[src/rtl/jellyvl_synctimer_adjuster.sv]
// jellyvl_synctimer_adjuster: turns a signed time error into evenly spread +/-1 tick adjust requests or a one-shot time jump; define JELLYVL_SYNCTIMER_ADJUSTER_STATUS_EN to enable the stat_* counters
module jellyvl_synctimer_adjuster #(
    parameter int TIMER_WIDTH  = 64,
    parameter int ERROR_WIDTH  = 32,
    parameter int PERIOD_WIDTH = 32,
    parameter int LIMIT        = 1000,
    parameter int SET_OFFSET   = 1
) (
    input  logic                    rst,
    input  logic                    clk,
    input  logic [TIMER_WIDTH-1:0]  current_time,
    input  logic [ERROR_WIDTH-1:0]  in_error,
    input  logic [PERIOD_WIDTH-1:0] in_period,
    input  logic                    in_valid,
    output logic                    in_ready,
    input  logic                    cancel,
    output logic [TIMER_WIDTH-1:0]  set_time,
    output logic                    set_valid,
    output logic                    adjust_sign,
    output logic                    adjust_valid,
    input  logic                    adjust_ready,
    output logic                    busy,
    output logic [31:0]             stat_jumps,
    output logic [31:0]             stat_adjusts
);
    localparam int CW = (ERROR_WIDTH > PERIOD_WIDTH) ? ERROR_WIDTH : PERIOD_WIDTH;

    typedef enum logic [1:0] {IDLE, SPREAD, DRAIN} state_t;

    state_t                  state, state_next;
    logic [ERROR_WIDTH-1:0]  abs_in, abs_r, owed, owed_next;
    logic [PERIOD_WIDTH-1:0] period_r, elapsed;
    logic [PERIOD_WIDTH:0]   acc, acc_sum;
    logic                    accept, jump, start, credit, hs;

    assign in_ready     = state == IDLE;
    assign busy         = state != IDLE;
    assign adjust_valid = owed != '0;

    // request classification and Bresenham credit / owed bookkeeping
    always_comb begin
        abs_in    = in_error[ERROR_WIDTH-1] ? -in_error : in_error;
        accept    = in_valid && in_ready;
        jump      = accept && abs_in != '0 && (CW'(abs_in) > CW'(LIMIT) || CW'(abs_in) > CW'(in_period) || in_period == '0);
        start     = accept && abs_in != '0 && !jump;
        hs        = adjust_valid && adjust_ready;
        acc_sum   = acc + (PERIOD_WIDTH+1)'(abs_r);
        credit    = state == SPREAD && acc_sum >= {1'b0, period_r};
        owed_next = owed + ERROR_WIDTH'(credit) - ERROR_WIDTH'(hs);
    end

    // next state: cancel wins, spread lasts exactly period cycles, drain until nothing owed
    always_comb begin
        state_next = state;
        if (cancel)
            state_next = IDLE;
        else if (state == IDLE && start)
            state_next = SPREAD;
        else if (state == SPREAD && elapsed == period_r - PERIOD_WIDTH'(1))
            state_next = DRAIN;
        else if (state == DRAIN && owed_next == '0)
            state_next = IDLE;
    end

    // state register
    always_ff @(posedge clk or posedge rst) begin
        if (rst)
            state <= IDLE;
        else
            state <= state_next;
    end

    // jump strobe, latched request and spreading counters
    always_ff @(posedge clk or posedge rst) begin
        if (rst) begin
            set_time    <= '0;
            set_valid   <= 1'b0;
            adjust_sign <= 1'b0;
            abs_r       <= '0;
            period_r    <= '0;
            acc         <= '0;
            elapsed     <= '0;
            owed        <= '0;
        end else begin
            set_valid <= jump;
            if (jump)
                set_time <= current_time + TIMER_WIDTH'($signed(in_error)) + TIMER_WIDTH'(SET_OFFSET);
            if (start) begin
                adjust_sign <= in_error[ERROR_WIDTH-1];
                abs_r       <= abs_in;
                period_r    <= in_period;
            end
            if (cancel) begin
                acc     <= '0;
                elapsed <= '0;
                owed    <= '0;
            end else begin
                if (start) begin
                    acc     <= '0;
                    elapsed <= '0;
                end else if (state == SPREAD) begin
                    acc     <= credit ? acc_sum - {1'b0, period_r} : acc_sum;
                    elapsed <= elapsed + PERIOD_WIDTH'(1);
                end
                owed <= owed_next;
            end
        end
    end

`ifdef JELLYVL_SYNCTIMER_ADJUSTER_STATUS_EN
    // free-running jump and handshake counters, cleared by reset only
    always_ff @(posedge clk or posedge rst) begin
        if (rst) begin
            stat_jumps   <= '0;
            stat_adjusts <= '0;
        end else begin
            stat_jumps   <= stat_jumps + 32'(set_valid);
            stat_adjusts <= stat_adjusts + 32'(hs);
        end
    end
`else
    assign stat_jumps   = '0;
    assign stat_adjusts = '0;
`endif

endmodule
[config.mk]
export PLATFORM = sky130hd
export DESIGN_NAME = jellyvl_synctimer_adjuster
export DESIGN_NICKNAME = d
export VERILOG_FILES = /design/src/rtl/jellyvl_synctimer_adjuster.sv
export SDC_FILE = /design/constraint.sdc
export NUM_CORES = 1
export LEC_CHECK = 0
export CAP_MARGIN = 25
export CORE_MARGIN = 4
export CORE_UTILIZATION = 35
export CTS_CLUSTER_DIAMETER = 120
export CTS_CLUSTER_SIZE = 24
export DETAILED_ROUTE_END_ITERATION = 10
export PLACE_DENSITY_LB_ADDON = 0.1
export SYNTH_ARGS = -nofsm -noshare
export SYNTH_HDL_FRONTEND = slang
export SYNTH_SLANG_ARGS = --single-unit
[constraint.sdc]
create_clock -name clk -period 13.4 [get_ports clk]
set_clock_uncertainty 0.15 [all_clocks]
set_input_delay 1.34 -clock clk [delete_from_list [all_inputs] [get_ports clk]]
set_output_delay 1.34 -clock clk [all_outputs]
set_load 0.01 [all_outputs]
## After elaboration in Yosys (flattened, before gate mapping)

Cells that the tools add are included.

- Word-level logic and storage cells: 57
- Flip-flop bits (word level): 229
- Input bits: 133

- Multiplexer cells: 13
- Reduce and logical (&&, ||, !) cells: 20
- Equal/unequal tests: 3
- Order comparisons: 3
- Add/sub/neg operators: 9

Operator list:

| cell | count |
|---|---|
| $mux 32 | 5 |
| $mux 33 | 4 |
| $add 64x1->64 const B | 1 |
| $add 64x64->64 | 1 |
| $logic_not 32->1 | 2 |
| $reduce_bool 32->1 | 2 |
| $add 33x32->33 | 1 |
| $ge 33x32->1 | 1 |
| $sub 33x32->33 | 1 |
| $add 32x1->32 | 1 |
| $add 32x1->32 const B | 1 |
| $eq 32x32->1 | 1 |
| $gt 32x10->1 const B | 1 |
| $gt 32x32->1 | 1 |
| $neg 32->32 | 1 |
| $sub 32x1->32 | 1 |
| $sub 32x1->32 const B | 1 |
| $logic_and 1x1->1 | 9 |
| $mux 2 | 4 |
| $reduce_bool 4->1 | 1 |
| $reduce_bool 3->1 | 1 |
| $eq 2x1->1 const B | 1 |
| $eq 2x2->1 const B | 1 |
| $logic_not 2->1 | 1 |
| 3 further kinds | 4 |

## Longest topological paths before layout

Gate-level depths: netlist of run 1.

- Depth after elaboration: 11
- Mapped depth: 39
- Gate-level depth less buffers: 37

## Worst setup path after synthesis of run 1

No wires, ideal clock.

- Path kind: reg2reg
- Start: register abs_r[0]
- End: register state[1]
- Data arrival time: 7.753 ns
- Data required time: 13.131 ns
- Setup time: 0.119 ns
- Clock period less this slack: 8.021 ns
- Setup slack: 5.379 ns
- Cell stages (with the launch flop): 40
- Cell sequence: dfrtp_1 -> ha_1 -> inv_1 -> fa_1 -> nor2b_1 -> o31a_1 -> o31a_1 -> a221o_1 -> a21o_1 -> a21oi_1 -> o21bai_1 -> a21oi_1 -> xnor2_1 -> ha_1 -> clkbuf_1 -> nand3_1 -> nand2_1 -> a41o_1 -> (+4 left out) -> a211oi_1 -> buf_2 -> nand2b_1 -> ha_1 -> inv_1 -> ha_1 -> fa_1 -> a211o_1 -> a31oi_1 -> nor2_1 -> o41ai_1 -> xor2_1 -> nor3b_1 -> nand4b_1 -> or4b_2 -> nor4_1 -> and4_1 -> nor2_1

- Longest elaborated chain between the ends: 8

Ends and longest elaborated chain:

| item | line | text |
|---|---|---|
| from (decl) | 31 | `logic [ERROR_WIDTH-1:0] abs_in, abs_r, owed, owed_next;` |
| from (signal assigned) | 90 | `abs_r <= abs_in;` |
| $add 33x32->33 | 47 | `acc_sum = acc + (PERIOD_WIDTH+1)'(abs_r);` |
| $ge 33x32->1 | 48 | `credit = state == SPREAD && acc_sum >= {1'b0, period_r};` |
| $logic_and 1x1->1 | 48 |  |
| $add 32x1->32 | 49 | `owed_next = owed + ERROR_WIDTH'(credit) - ERROR_WIDTH'(hs);` |
| $sub 32x1->32 | 49 |  |
| $logic_not 32->1 | 61 | `else if (state == DRAIN && owed_next == '0)` |
| $logic_and 1x1->1 | 61 |  |
| $reduce_bool 4->1 (no source line) | - |  |
| to (signal assigned) | 70 | `state <= state_next;` |
| to (decl) | 30 | `state_t state, state_next;` |

Every way passes these cells.
A chain may end at the register's enable or synchronous reset.

## Worst setup path in the final report of run 1

Same ends and word-level chain as after synthesis.

==> summary.md, run 1 <==
| Metric | Value |
|---|---|
| HPWL Detailed | `50900 um` |
| Area share of the largest cell type after synthesis | `27.6%` |
| Synth-to-layout area growth | `14.2%` |
| Number of I/O port buffers | `201` |
| Period utilization | `70.3%` |
| Leakage power | `10.8 nW` |
| Ys Warns | `0` |
| DRC | `0` |
| Clk Latency, worst-skew pair | `530 ps` |
| Worst reg2reg path depth | `38` |
| Count leader, synth | `dfrtp_1` |
| Vias/cell | `5.27` |
| CTS tree | `done` |
| Clock buffer depth | `3` |
| TritonCTS Sinks | `229` |
| Ranking of synthesized cells by area | `dfrtp_1 (28%), ha_1 (13%), xnor2_1 (6.5%), a21oi_1 (4.2%), xor2_1 (4.2%)` |
| R2r startpoint | `abs_r[0]` |
| Vias | `18.2k` |
| Final Max Tran Viols | `0` |
| CP endpoint | `state[1]` |
| Starting Density | `35.3%` |
| Largest net degree at the start of global routing | `131` |
| Logic pwr share | `49.3%` |
| Max-slew headroom | `39.4%` |
| Sequential cell area | `5730 um2` |
| GP Congestion | `0.881` |
| Critical Path RT | `13680 ps` |
| Antenna violations before repair | `4` |
| Final Util | `40.3%` |
| Number of buffers created by CTS | `15` |
| Setup crit end kind | `register` |
| H-Tree Depth | `1` |
| WHS | `340 ps` |
| Hold_buf cts | `0` |
| Clock-pin slew on the worst setup and hold paths | `100 ps` |
| Distinct cells, synth | `84` |
| DR WL/cell | `18.5 um` |
| Worst path slowest cell | `or4b_2` |
| Seq cells post-synth | `229` |
| Register area share after synthesis | `27.6%` |
| Share of cells above drive strength 1 | `3.55%` |
| Die X | `252 um` |
| Max VDD drop | `0.0000912 V` |
| Final worst setup slack | `3980 ps` |
| Worst R2R End | `state[1]` |
| Synth Instances | `2529` |
| Cell Pwr Density | `114 nW/um2` |
| GR Overflow Total | `0` |
| Synth Cell Area | `20800 um2` |
| CP Max Fanout | `57` |
| Worst hold path type | `reg2reg` |
| IO Count | `266` |
| Nets@finish | `3017` |
| Leading area contributor after synthesis | `dfrtp_1` |
| Most instantiated cells after synthesis | `dfrtp_1 (229), nand2_1 (225), nor2_1 (212), ha_1 (209), a21oi_1 (175)` |
| CP most frequent cell | `ha_1` |
| Syn_area_per_cell | `8.22 um2` |
| DRT Wirelength | `64000 um` |
| Worst Setup SP | `abs_r[0]` |
| EDFF count, synth | `0` |
| R2r setup slk | `3980 ps` |
| Startpoint Class | `register` |
| Cell Int Power | `1.61 mW` |
| HP Start | `set_time[54]` |
| Final Hold Fails | `0` |
| DRC marker count from the first detailed-route iteration | `1075` |
| Pre-CTS WS | `3900 ps` |
| Tightest Pin Transition | `910 ps` |
| CP arrival | `9700 ps` |
| # fillers | `5998` |
| Post-route ant nets | `0` |
| Root Driver | `clkbuf_16` |
| Number of global-route vias before repair | `18.4k` |
| Core Footprint | `58900 um2` |
| RSZ-0062 raised after global routing | `false` |
| Area of the multi-input gates | `13800 um2` |
| Final period demand of the worst path | `9420 ps` |
| Peak Freq | `106 MHz` |
| WS Path Type | `reg2reg` |
| Post-synth ARST share | `100%` |
| Total track usage | `19.7%` |
| Setup Fix Bufs, Post-CTS | `0` |
| # setup viols final | `0` |
| CP peak stage delay | `660 ps` |
| Pwr Total | `2.70 mW` |
| Die Height | `252 um` |
| # resized after CTS | `0` |
| # rows | `89` |
| Reg power frac | `30.3%` |
| Max-Cap Viols | `0` |
| Sw frac | `40.4%` |
| Clk pwr share | `20.4%` |
| Switching power | `1.09 mW` |
| Die ar. | `63400 um2` |
| First-pass GRT wire length | `102000 um` |
| Synth Flop Type | `dfrtp_1` |
| DR pass1 iterations | `5` |
| Setup TNS | `0 ps` |
| Status | `complete, no violations` |
[per-stage QoR]
stage,std cells,cell area (um2)
floorplan,2592,21000
global placement,3427,23200
detailed placement,3427,23200
CTS,3452,23700
global route,3452,23700
finish,3456,23700
[how the worst min path moves through the flow]
stage,end,slack (ps),cells after the start
2_1_floorplan,abs_r[31],310,1
3_3_place_gp,set_time[57],320,2
3_5_place_dp,set_time[54],320,2
4_1_cts,set_time[54],350,2
5_1_grt,set_time[12],360,2
6_report,set_time[54],340,2
[worst max-delay path, delay by kind of cell, from the launching register on]
| kind | cells | cell delay, ps |
|---|---|---|
| xor+xnor | 2 | 390 |
| fa+ha+maj | 6 | 1530 |
| buf+inv | 3 | 620 |
| flops | 1 | 390 |
| compound gates | 16 | 4070 |
| simple gates | 11 | 2150 |
[power by group through the flow]
stage / clock (mW) / sequential [mW] / combinational [mW]
after floorplan: 0 / 0.843 / 0.922
after global placement: 0 / 0.831 / 1.32
after detailed placement: 0 / 0.832 / 1.32
after CTS: 0.578 / 0.820 / 1.33
after global routing: 0.602 / 0.829 / 1.49
final: 0.549 / 0.818 / 1.33
[final cells by class]
type	instances	share of cell area, %
Clock inverter	8	0.522
Timing Repair Buffer	209	8.76
Tap cell	773	4.07
Inverter	169	2.70
Multi-Input combinational cell	2047	58.1
Clock buffer	17	1.65
Antenna cell	4	0.0422
Sequential cell	229	24.1
[cells by family after synthesis]
logic type	count (synthesis)	share of synthesized area (%)
adder cells (fa/ha/maj)	213	13.0
buffers and inverters	316	7.37
AND/OR/NAND/NOR	802	18.9
multiplexers	21	1.14
flip-flops	229	27.6
AO/OA/AOI/OAI	694	21.4
other	1	0.0180
XOR/XNOR	253	10.7
[registers in the layout (all words and copies together) (netlist names)]
name and cells:
elapsed 32, acc 33, abs_r 32, set_valid 1, state 2, period_r 32
adjust_sign 1, set_time 64, owed 32
[per-layer routing]
layer | up-vias | track usage, % | wire [um]
met5 | - | 0 | 14
met3 | 69 | 3.35 | 2980
met1 | 8677 | 25.1 | 28100
met4 | 2 | 4.83 | 1570
met2 | 310 | 34.9 | 31300
li1 | 9161 | - | -
[layout by cell type, fill, tap and decap left out, types with 12 or more instances in the layout]
master           count
a211oi_1            37
a21o_1              76
a21oi_1            175
a31oi_1             23
and2_1              33
and3_1              22
clkbuf_16           15
clkdlybuf4s50_1    200
conb_1              64
dfrtp_1            229
ha_1               209
inv_1              168
nand2_1            225
nand2b_1            27
nand3_1             62
nand4_1             50
nor2_1             212
nor2b_1             24
nor3_1              45
nor4_1              29
o211ai_1            18
o21a_1              16
o21ai_0            156
o21ai_1             33
o21bai_1            29
o31ai_1             21
or2_2               14
or3_1               12
xnor2_1            154
xor2_1              99
Power figures use the tool's default switching activity.
==> run 2, diff against run 1 <==
==> constraint.sdc (replaced) <==
create_clock -name clk -period 9.6 [get_ports clk]
set_clock_uncertainty 0.15 [all_clocks]
set_input_delay 0.96 -clock clk [delete_from_list [all_inputs] [get_ports clk]]
set_output_delay 0.96 -clock clk [all_outputs]
set_load 0.01 [all_outputs]
==> run 2 against run 1 <==
Hold slack improved by 0.95 ps. Wire length is essentially flat. Critical endpoint unchanged. Clock-buffer cell count shrank 1. Critical path depth shrank 2.
==> summary.md, run 2 (synthesis results as in run 1) <==
| Metric | Value |
|---|---|
| First-pass GRT wire length | `102000 um (about the same)` |
| Core Footprint | `58900 um2 (unchanged)` |
| Largest net degree at the start of global routing | `111 (-15%)` |
| HPWL Detailed | `50900 um (+0.15%)` |
| # setup viols final | `0 (unchanged)` |
| Most common cell after layout, fill and taps aside | `dfrtp_1` |
| DR WL/cell | `18.5 um (about the same)` |
| Worst path slowest cell | `or4b_2` |
| Clock-pin slew on the worst setup and hold paths | `100 ps (about the same)` |
| CTS tree | `done` |
| Worst path depth | `36 (-5.3%)` |
| CP peak stage delay | `640 ps (-20 ps)` |
| GP Congestion | `0.875 (-0.65%)` |
| Number of buffers created by CTS | `15 (unchanged)` |
| Setup Fix Bufs, Post-CTS | `0 (unchanged)` |
| DR pass1 iterations | `5 (unchanged)` |
| Routed length on met3 | `2980 um (about the same)` |
| Die X | `252 um (unchanged)` |
| DRC marker count from the first detailed-route iteration | `1007 (-6.3%)` |
| Top reg by flops | `set_time` |
| Max FFs per register | `64 (unchanged)` |
| Met2 routed WL | `31600 um (+0.87%)` |
| CP most frequent cell | `ha_1` |
| Startpoint Class | `register` |
| Cell Pwr Density | `157 nW/um2 (+38%)` |
| Die ar. | `63400 um2 (unchanged)` |
| Peak Freq | `112 MHz (+5.5%)` |
| # resized after CTS | `0 (unchanged)` |
| Synth-to-layout area growth | `14.2% (about the same)` |
| GR Overflow Total | `0 (unchanged)` |
| Min-Delay Path Depth | `2 (unchanged)` |
| Critical Path RT | `9860 ps (-3820 ps)` |
| CP Max Fanout | `7 (-88%)` |
| Max VDD drop | `0.000138 V (+51%)` |
| Vias | `18.3k (+0.53%)` |
| DRC | `0 (unchanged)` |
| Total track usage | `19.8% (+0.041 points)` |
| # fillers | `5944 (-0.90%)` |
| Tightest Pin Transition | `895 ps (-14.7 ps)` |
| Starting Density | `35.3% (unchanged)` |
| Family with the most delay on the worst path | `compound AO/OA/AOI/OAI gates` |
| Post-route ant nets | `0 (unchanged)` |
| Clk Latency, worst-skew pair | `520 ps (about the same)` |
| Commonest cells after routing, fill and taps aside | `dfrtp_1 (229), nand2_1 (225), nor2_1 (212), ha_1 (209), clkdlybuf4s50_1 (200)` |
| TritonCTS Sinks | `229 (unchanged)` |
| Setup crit end kind | `register` |
| # rows | `89 (unchanged)` |
| Nets@finish | `3020 (+0.099%)` |
| Period utilization | `93.1% (+23 points)` |
| Final worst setup slack | `666 ps (-3310 ps)` |
| Antenna violations before repair | `7 (+3)` |
| Pre-CTS WS | `557 ps (-3350 ps)` |
| CP arrival | `9200 ps (-500 ps)` |
| M1 WL | `28000 um (-0.43%)` |
| WS Path Type | `reg2reg` |
| Clock buffer depth | `3 (unchanged)` |
| IO Count | `266 (unchanged)` |
| Largest registers | `set_time: 64 flops, acc: 33 flops` |
| H-Tree Depth | `1 (unchanged)` |
| Final period demand of the worst path | `8930 ps (-488 ps)` |
| Final Max Tran Viols | `0 (unchanged)` |
| Root Driver | `clkbuf_16` |
| Max-slew headroom | `39.6% (+0.20 points)` |
| Share of cells above drive strength 1 | `3.66% (+0.11 points)` |
| RSZ-0062 raised after global routing | `false` |
| Status | `complete, no violations` |
| Setup TNS | `0 ps (unchanged)` |
| Final Hold Fails | `0 (unchanged)` |
| Number of I/O port buffers | `201 (unchanged)` |
| Hold_buf cts | `0 (unchanged)` |
| Buf/Inv on CP | `2 (-1)` |
| Worst hold path type | `reg2reg` |
| Max-Cap Viols | `0 (unchanged)` |
| Worst reg2reg path depth | `36 (-5.3%)` |
| Vias/cell | `5.30 (+0.53%)` |
| DRT Wirelength | `64100 um (about the same)` |
| Number of global-route vias before repair | `18.3k (-0.093%)` |
| Die Height | `252 um (unchanged)` |
| Leakage power | `10.8 nW (about the same)` |
| Uppermost layer routed | `met5` |
[run 2: changes by cell type in the layout (fill, tap and decap cells not counted), sizes merged]
cell and change:
buf +3, bufinv -1, clkbuf -1, clkinv +2
diode -2, inv -1
[run 2: layout make-up]
cell class	count	area [um2]	share of cell area, %
Clock buffer	16	389	1.64
Inverter	169	642	2.70
Timing Repair Buffer	212	2110	8.88
Sequential cell	229	5730	24.1
Clock inverter	8	104	0.437
Tap cell	773	967	4.07
Multi-Input combinational cell	2047	13800	58.1
Antenna cell	2	5.00	0.0211
[run 2: per-stage QoR]
stage / cells / hold slack, ps / power [mW] / utilization [%] / cell area [um2]
global placement: 3429 / 318 / 3.00 / 39.4 / 23200
global route: 3454 / 369 / 4.03 / 40.3 / 23700
floorplan: 2592 / 310 / 2.46 / - / 21000
detailed placement: 3429 / 323 / 3.00 / 39.4 / 23200
finish: 3456 / 341 / 3.73 / 40.3 / 23700
CTS: 3453 / 347 / 3.77 / 40.3 / 23700
[run 2: power breakdown]
part | switching, mW | total, mW | internal [mW]
Combinational | 1.05 | 1.86 | 0.802
Sequential | 0.0618 | 1.14 | 1.08
Clock | 0.401 | 0.735 | 0.335
[run 2: final timing paths]
kind,end,start,slack (ps)
worst max-delay path,state[1],abs_r[0],670
worst min-delay path,set_time[7],set_time[7],340
worst max register to register,state[1],abs_r[0],670
worst min register to register,set_time[7],set_time[7],340
max in group asynchronous,abs_r[17],rst,7040
min in group asynchronous,set_time[3],rst,840
[run 2: metal layers]
layer  vias up  GRT usage [%]
li1       9154              -
met1      8755           25.1
met2       322           35.2
met3        78           3.33
met4         6           4.44
met5         -              0
[run 2: worst register-to-register path, delay by kind of cell, from the launching register on]
family	cells	cell delay [ps]
fa+ha+maj	6	1790
buf+inv	2	110
flops	1	390
compound gates	14	3420
xor+xnor	2	330
simple gates	12	2630
